<file path="config.mk">
export PLATFORM = sky130hd
export DESIGN_NAME = sd_spi
export DESIGN_NICKNAME = d
export VERILOG_FILES = /design/src/rtl/sd_spi.sv
export SDC_FILE = /design/constraint.sdc
export NUM_CORES = 1
export LEC_CHECK = 0
export CORE_MARGIN = 3
export CORE_UTILIZATION = 35
export DETAILED_ROUTE_END_ITERATION = 8
export GPL_ROUTABILITY_DRIVEN = 0
export SLEW_MARGIN = 20
export SYNTH_ARGS = -nofsm -noshare
export SYNTH_HDL_FRONTEND = slang
export SYNTH_SLANG_ARGS = --single-unit
export TNS_END_PERCENT = 5
</file>
<file path="constraint.sdc">
create_clock -name clock -period 1.9 [get_ports clock]
set_clock_uncertainty 0.15 [all_clocks]
set_input_delay 0.38 -clock clock [delete_from_list [all_inputs] [get_ports clock]]
set_output_delay 0.38 -clock clock [all_outputs]
set_load 0.05 [all_outputs]
</file>
<file path="src/rtl/sd_spi.sv">
`default_nettype none
// ============================================================================
//  Module   : sd_spi
//  Purpose  : SPI mode-0 byte-transfer engine for the SD card port. A single
//             clock strobe (tx or rx) starts one 8-bit exchange. The exchange
//             is paced by ce, where each ce cycle is one SPI half-period. The
//             last fully received byte is held on q.
//  Ports    : clock, reset (async, active high)
//             ce         - half-period enable
//             tx / rx    - start strobes (tx sends d, rx sends FILL)
//             d / q      - transmit byte in / last received byte out
//             busy       - transfer in progress
//             ck, mosi   - SPI clock (idle low) and data out (idle high)
//             miso       - SPI data in
//  Revision : 1.0 - initial release
// ============================================================================
module sd_spi (
    input  logic       clock,
    input  logic       reset,
    input  logic       ce,
    input  logic       tx,
    input  logic       rx,
    input  logic [7:0] d,
    output logic [7:0] q,
    output logic       busy,
    output logic       ck,
    input  logic       miso,
    output logic       mosi
);

    localparam logic [7:0] FILL = 8'hFF;

    typedef enum logic [0:0] {
        ST_IDLE  = 1'b0,
        ST_SHIFT = 1'b1
    } state_t;

    state_t     r_state;
    state_t     w_state_nx;
    logic [7:0] r_txsr;
    logic [7:0] r_rxsr;
    logic [7:0] r_q;
    logic [3:0] r_cnt;
    logic       r_busy;
    logic       r_ck;
    logic       r_mosi;

    logic       w_start;
    logic [7:0] w_load;
    logic       w_last;

    // tx has priority over rx when both strobes coincide.
    assign w_start = tx | rx;
    assign w_load  = tx ? d : FILL;
    assign w_last  = ce && (r_cnt == 4'd15);

    always_comb begin
        w_state_nx = r_state;
        case (r_state)
            ST_IDLE:  if (w_start) w_state_nx = ST_SHIFT;
            ST_SHIFT: if (w_last)  w_state_nx = ST_IDLE;
            default:  w_state_nx = ST_IDLE;
        endcase
    end

    always_ff @(posedge clock or posedge reset) begin
        if (reset) begin
            r_state <= ST_IDLE;
        end else begin
            r_state <= w_state_nx;
        end
    end

    always_ff @(posedge clock or posedge reset) begin
        if (reset) begin
            r_txsr <= 8'hFF;
            r_rxsr <= 8'hFF;
            r_q    <= 8'hFF;
            r_cnt  <= 4'd0;
            r_busy <= 1'b0;
            r_ck   <= 1'b0;
            r_mosi <= 1'b1;
        end else if (r_state == ST_IDLE) begin
            // ce is ignored here, so a ce coinciding with the strobe never
            // counts as a half-period of the new transfer.
            if (w_start) begin
                r_txsr <= w_load;
                r_cnt  <= 4'd0;
                r_busy <= 1'b1;
                r_mosi <= w_load[7];
            end
        end else if (ce) begin
            // Counter stops at 15; the transfer ends there, so no wrap.
            if (r_cnt != 4'd15) begin
                r_cnt <= r_cnt + 4'd1;
            end
            if (!r_cnt[0]) begin
                // Rising ck: sample the card while mosi is held stable.
                r_ck   <= 1'b1;
                r_rxsr <= {r_rxsr[6:0], miso};
            end else if (r_cnt != 4'd15) begin
                // Falling ck: present the next bit, MSB first.
                r_ck   <= 1'b0;
                r_txsr <= {r_txsr[6:0], 1'b0};
                r_mosi <= r_txsr[6];
            end else begin
                r_ck   <= 1'b0;
                r_q    <= r_rxsr;
                r_mosi <= 1'b1;
                r_busy <= 1'b0;
            end
        end
    end

    assign q    = r_q;
    assign busy = r_busy;
    assign ck   = r_ck;
    assign mosi = r_mosi;

endmodule
`default_nettype wire

</file>
# Word level (Yosys, flattened, before mapping)
# Cells that the tools add are included.
# totals
mem_count,0
wordCells,52
rom_bits,0
latchBits,0
ramBits,0
regBits,31
out_inout_bits,11
# op_classes
magnitude_cmp,0
shifts,0
addsub,1
eq_ne,6
n_mul,0
muxes,24
reduce_logical,9
bitwise_logic,4
div_mod_pow,0
# ops
cell,count
$mux 7,5
$mux 4,4
$mux 1,13
$reduce_and 4->1,3
$reduce_and 3->1,3
$mux 8,1
$add 4x1->4 const B,1
$eq 4x4->1 const B,1
$ne 2x1->1 const B,2
$ne 2x2->1 const B,2
$ne 4x4->1 const B,1
$not 1->1,3
$pmux 1 s2,1
$reduce_and 2->1,1
$reduce_bool 2->1,1
$logic_and 1x1->1,1
$or 1x1->1,1

# Depth between registers and ports, before layout
# Gate-level depths: netlist of run 1.
# depth
word_depth,5
ltp_mapped,5

# Worst setup path after synthesis of run 1
# No wires, ideal clock.
# synth_path
path_kind,reg2reg
start,register r_cnt[0]
end,register r_txsr[1]
stages_incl_launch_ff,5
setup_slack_ns,0.182
path_buffers,0
required_ns,1.668
arrival_ns,1.486
synth_period_minus_slack_ns,1.718
setup_time_ns,0.082
path_cell_list,dfrtp_1 -> ha_1 -> nand4_1 -> nor3b_4 -> mux2_2
# synth_between
elab_chain_len,3
elab_cells_between_ends,4
# synth_lines
item,line,rtl
start: declaration,43,logic [3:0] r_cnt;
start signal: assignment,95,r_cnt <= r_cnt + 4'd1;
$ne 4x4->1,101,end else if (r_cnt != 4'd15) begin
$ne 2x1->1 (no line),n/a,
$reduce_and 4->1 (no line) (*),n/a,
end signal: assignment,87,r_txsr <= w_load;
end signal: assignment,104,"r_txsr <= {r_txsr[6:0], 1'b0};"
end: declaration,40,logic [7:0] r_txsr;
# Mark *: on every way between the ends. The rest lies on a longest branch, timed or not.
# A chain may end at the register's enable or synchronous reset.

# Final worst setup path of run 1
# layout_path
start,register r_cnt[1]
end,"register r_q[2], in the netlist q[2]"
# layout_between
elab_chain_len,3
# layout_lines
item,line,rtl
$ne 4x4->1,101,
$not 1->1 (no line),n/a,
$reduce_and 4->1 (no line),n/a,
end signal: assignment,108,r_q <= r_rxsr;
end: declaration,42,logic [7:0] r_q;
# No other way between the ends.

==> results.txt, run 1 <==
Die height -> 70.6 um
Number of hold buffers added after CTS -> 0
Max Slew Vio Count -> 0
Crit path from -> r_cnt[1]
Gates resized, CTS repair -> 0
Clk sinks -> 31
Status -> completed
Synth top area cells -> dfstp_2, dfrtp_1, mux2_2
CP max FO -> 9
Total power -> 3.33 mW
Leading area contributor after synthesis -> dfstp_2
Post-synthesis sequential area ratio -> 0.552
CP Capture Point -> q[2]
Reg2Reg Depth -> 5
Slowest cell on crit path -> dfrtp_1
Crit path time final -> 1720 ps
Worst-margin pin slew -> 517 ps
Clk Latency, worst-skew pair -> 280 ps
Detailed Place HPWL -> 2050 um
CTS HTree Levels -> 2
Total iterations of the first detailed-routing run -> 2
Startpoint types -> flop
Gr ovfl total -> 0
Die W -> 70.6 um
Syn Std Cell Area -> 1460 um^2
CP endpoint kind -> flop
Critical path arrival -> 1780 ps
Vias -> 964
Reg clk slew, reported paths -> 60 ps
CP Depth -> 5
Maximum buffer depth of the clock tree -> 2
Root Driver -> clkbuf_8
R2r startpoint -> r_cnt[1]
RSZ-0062 raised after global routing -> false
Maximum vdd drop -> 0.782 mV
CTS tree -> yes
TritonCTS Buffers -> 5
Post-synth top area share -> 0.432
Combinational Power Share -> 0.409
Vias per std cell -> 4.84
Sequential power share -> 0.392
P_sw -> 1.08 mW
Vias in the first global route -> 1029
Global-route usage over all layers -> 0.119
Die ar. -> 4980 um^2
R2R Path End -> q[2]
Antenna violations before repair -> 0
Multi-input logic area -> 607 um^2
# fillers -> 328
Final ANT Viol Nets -> 0
Hold Vio Cnt, Final -> 0
Critical path type -> reg2reg
Area grow syn2layout -> 39.1%
Fin crit share -> 0.906
Fmax achieved -> 581 MHz
Drt initial violations -> 47
Synth Instances -> 112
Drt wl/cell -> 13.6 um
First-pass GRT wire length -> 4620 um
Drt total wl -> 2700 um
Pint -> 2.25 mW
Number of synthesized register bits -> 31
WP data required -> 1960 ps
Antenna cell count -> 0
Final setup fails -> 0
YS warnings -> 0
Largest net degree at the start of global routing -> 32
Syn Nets -> 127
Worst-path cell chain -> ha_1 -> and3_1 -> and4_1 -> buf_12 -> mux2_2
Crit path largest cell delay -> 370 ps
Synth unique cells -> 33
Setup Total Neg Slack -> 0 ps
Pwr dens -> 1640 nW/um^2
Leak -> 0.874 nW
DRC errors left -> 0
Sw Ratio -> 0.324
Sequential Area -> 806 um^2
Crit-path leading delay family -> simple AND/OR/NAND/NOR gates
Initial Utilization -> 0.381
Layout cells sized above 1 -> 0.536
Clock group share of total power -> 0.199
Num ports -> 25
Port bufs -> 24
Postcts setup bufs -> 0
Mapped Avg Cell Area -> 13.0 um^2
Asr flop ratio synth -> 1.00
Worst Hold Class -> in2async
Critical path buffers and inverters -> 1
Dominant synthesized flop cell -> dfstp_2
# nets final -> 165
R2R setup slack -> 180 ps
Number of flops mapped to enable cells by yosys -> 0
Max-cap check violation count -> 0
Row count -> 22
Slew margin rel. -> 0.655
Core area -> 3830 um^2
how the worst min path moves through the flow:
stage	from	endpoint
2_1_floorplan	reset	busy
3_3_place_gp	ck	ck
3_5_place_dp	r_txsr[0]	r_txsr[0]
4_1_cts	reset	busy
5_1_grt	reset	r_state
6_report	reset	busy
placed cells by master, fill, tap and decap left out, drive strengths merged, types with 2 or more instances in the layout:
cell type      synthesis  routed
dfrtp                  7       7
o21ai                  6       6
nor2b                  5       5
nand2                 12      12
inv                    3       3
mux2                  23      23
clkbuf                 1       6
nand4                  2       2
dfstp                 24      24
nor2                   2       2
buf                    4      23
nor3b                  4       4
o22ai                  2       2
clkdlybuf4s50          0      13
a22o                   2       2
routing by layer:
layer  share of wire  track usage  up-vias
li1                -            -      470
met1            0.40        0.127      475
met2            0.55        0.213       11
met3           0.027       0.0270        8
met4           0.025       0.0752        0
met5               0            0        -
cell families after synthesis:
| logic type | synth area share |
|---|---|
| AO/OA/AOI/OAI | 0.0686 |
| XOR/XNOR | 0.00600 |
| adder cells (fa/ha/maj) | 0.00857 |
| buffers and inverters | 0.0317 |
| flip-flops | 0.552 |
| multiplexers | 0.205 |
| AND/OR/NAND/NOR | 0.128 |
worst min-delay path, stage by stage:
cell	delay [ps]
clkdlybuf4s50_1	400
inv_1	50
buf_4	330
power by group through the flow:
stage                     clock network (mW)  logic [mW]  registers (mW)
after CTS                              0.680        1.39            1.31
after global placement                     0        1.34            1.30
after floorplan                            0       0.577            1.54
final                                  0.662        1.36            1.31
after detailed placement                   0        1.38            1.32
after global routing                   0.706        1.46            1.34
flip-flops by register name, summed over array words and instances (netlist names):
signal   count
q            8
r_cnt        4
r_txsr       7
ck           1
mosi         1
busy         1
r_state      1
r_rxsr       8
synth_stat cells (2+ instances only):
| cell | count |
|---|---|
| nor3b_1 | 3 |
| mux2_4 | 8 |
| o21ai_0 | 6 |
| a22o_1 | 2 |
| inv_1 | 3 |
| o22ai_1 | 2 |
| mux2_2 | 15 |
| nand4_1 | 2 |
| nor2_1 | 2 |
| dfrtp_1 | 7 |
| nor2b_1 | 5 |
| buf_4 | 2 |
| dfstp_2 | 24 |
| nand2_1 | 12 |
through the flow:
step / area (um^2) / setup WS (ps) / hold WS, ps / std cells / util
after detailed placement: 1910 / -118 / 340 / 191 / 0.500
after global placement: 1910 / -79.2 / 335 / 191 / 0.500
after global routing: 2030 / 100 / 380 / 199 / 0.530
final: 2030 / 179 / 329 / 199 / 0.530
after floorplan: 1460 / 182 / 316 / 112 / -
after CTS: 2030 / 167 / 340 / 199 / 0.530
cell type report:
cell class / count / share of cell area
Sequential cell: 31 / 0.397
Multi-Input combinational cell: 73 / 0.299
Timing Repair Buffer: 36 / 0.211
Clock buffer: 6 / 0.0407
Tap cell: 48 / 0.0296
Clock inverter: 2 / 0.0173
Inverter: 3 / 0.00555
Note: power is estimated with default switching activity, not from simulation.
==> inputs of run 2 (changes only) <==
Settings changed: HOLD_SLACK_MARGIN set to 0.1.
==> results of run 2 <==
The final DEF is identical to that of run 1; final timing and power are the same.
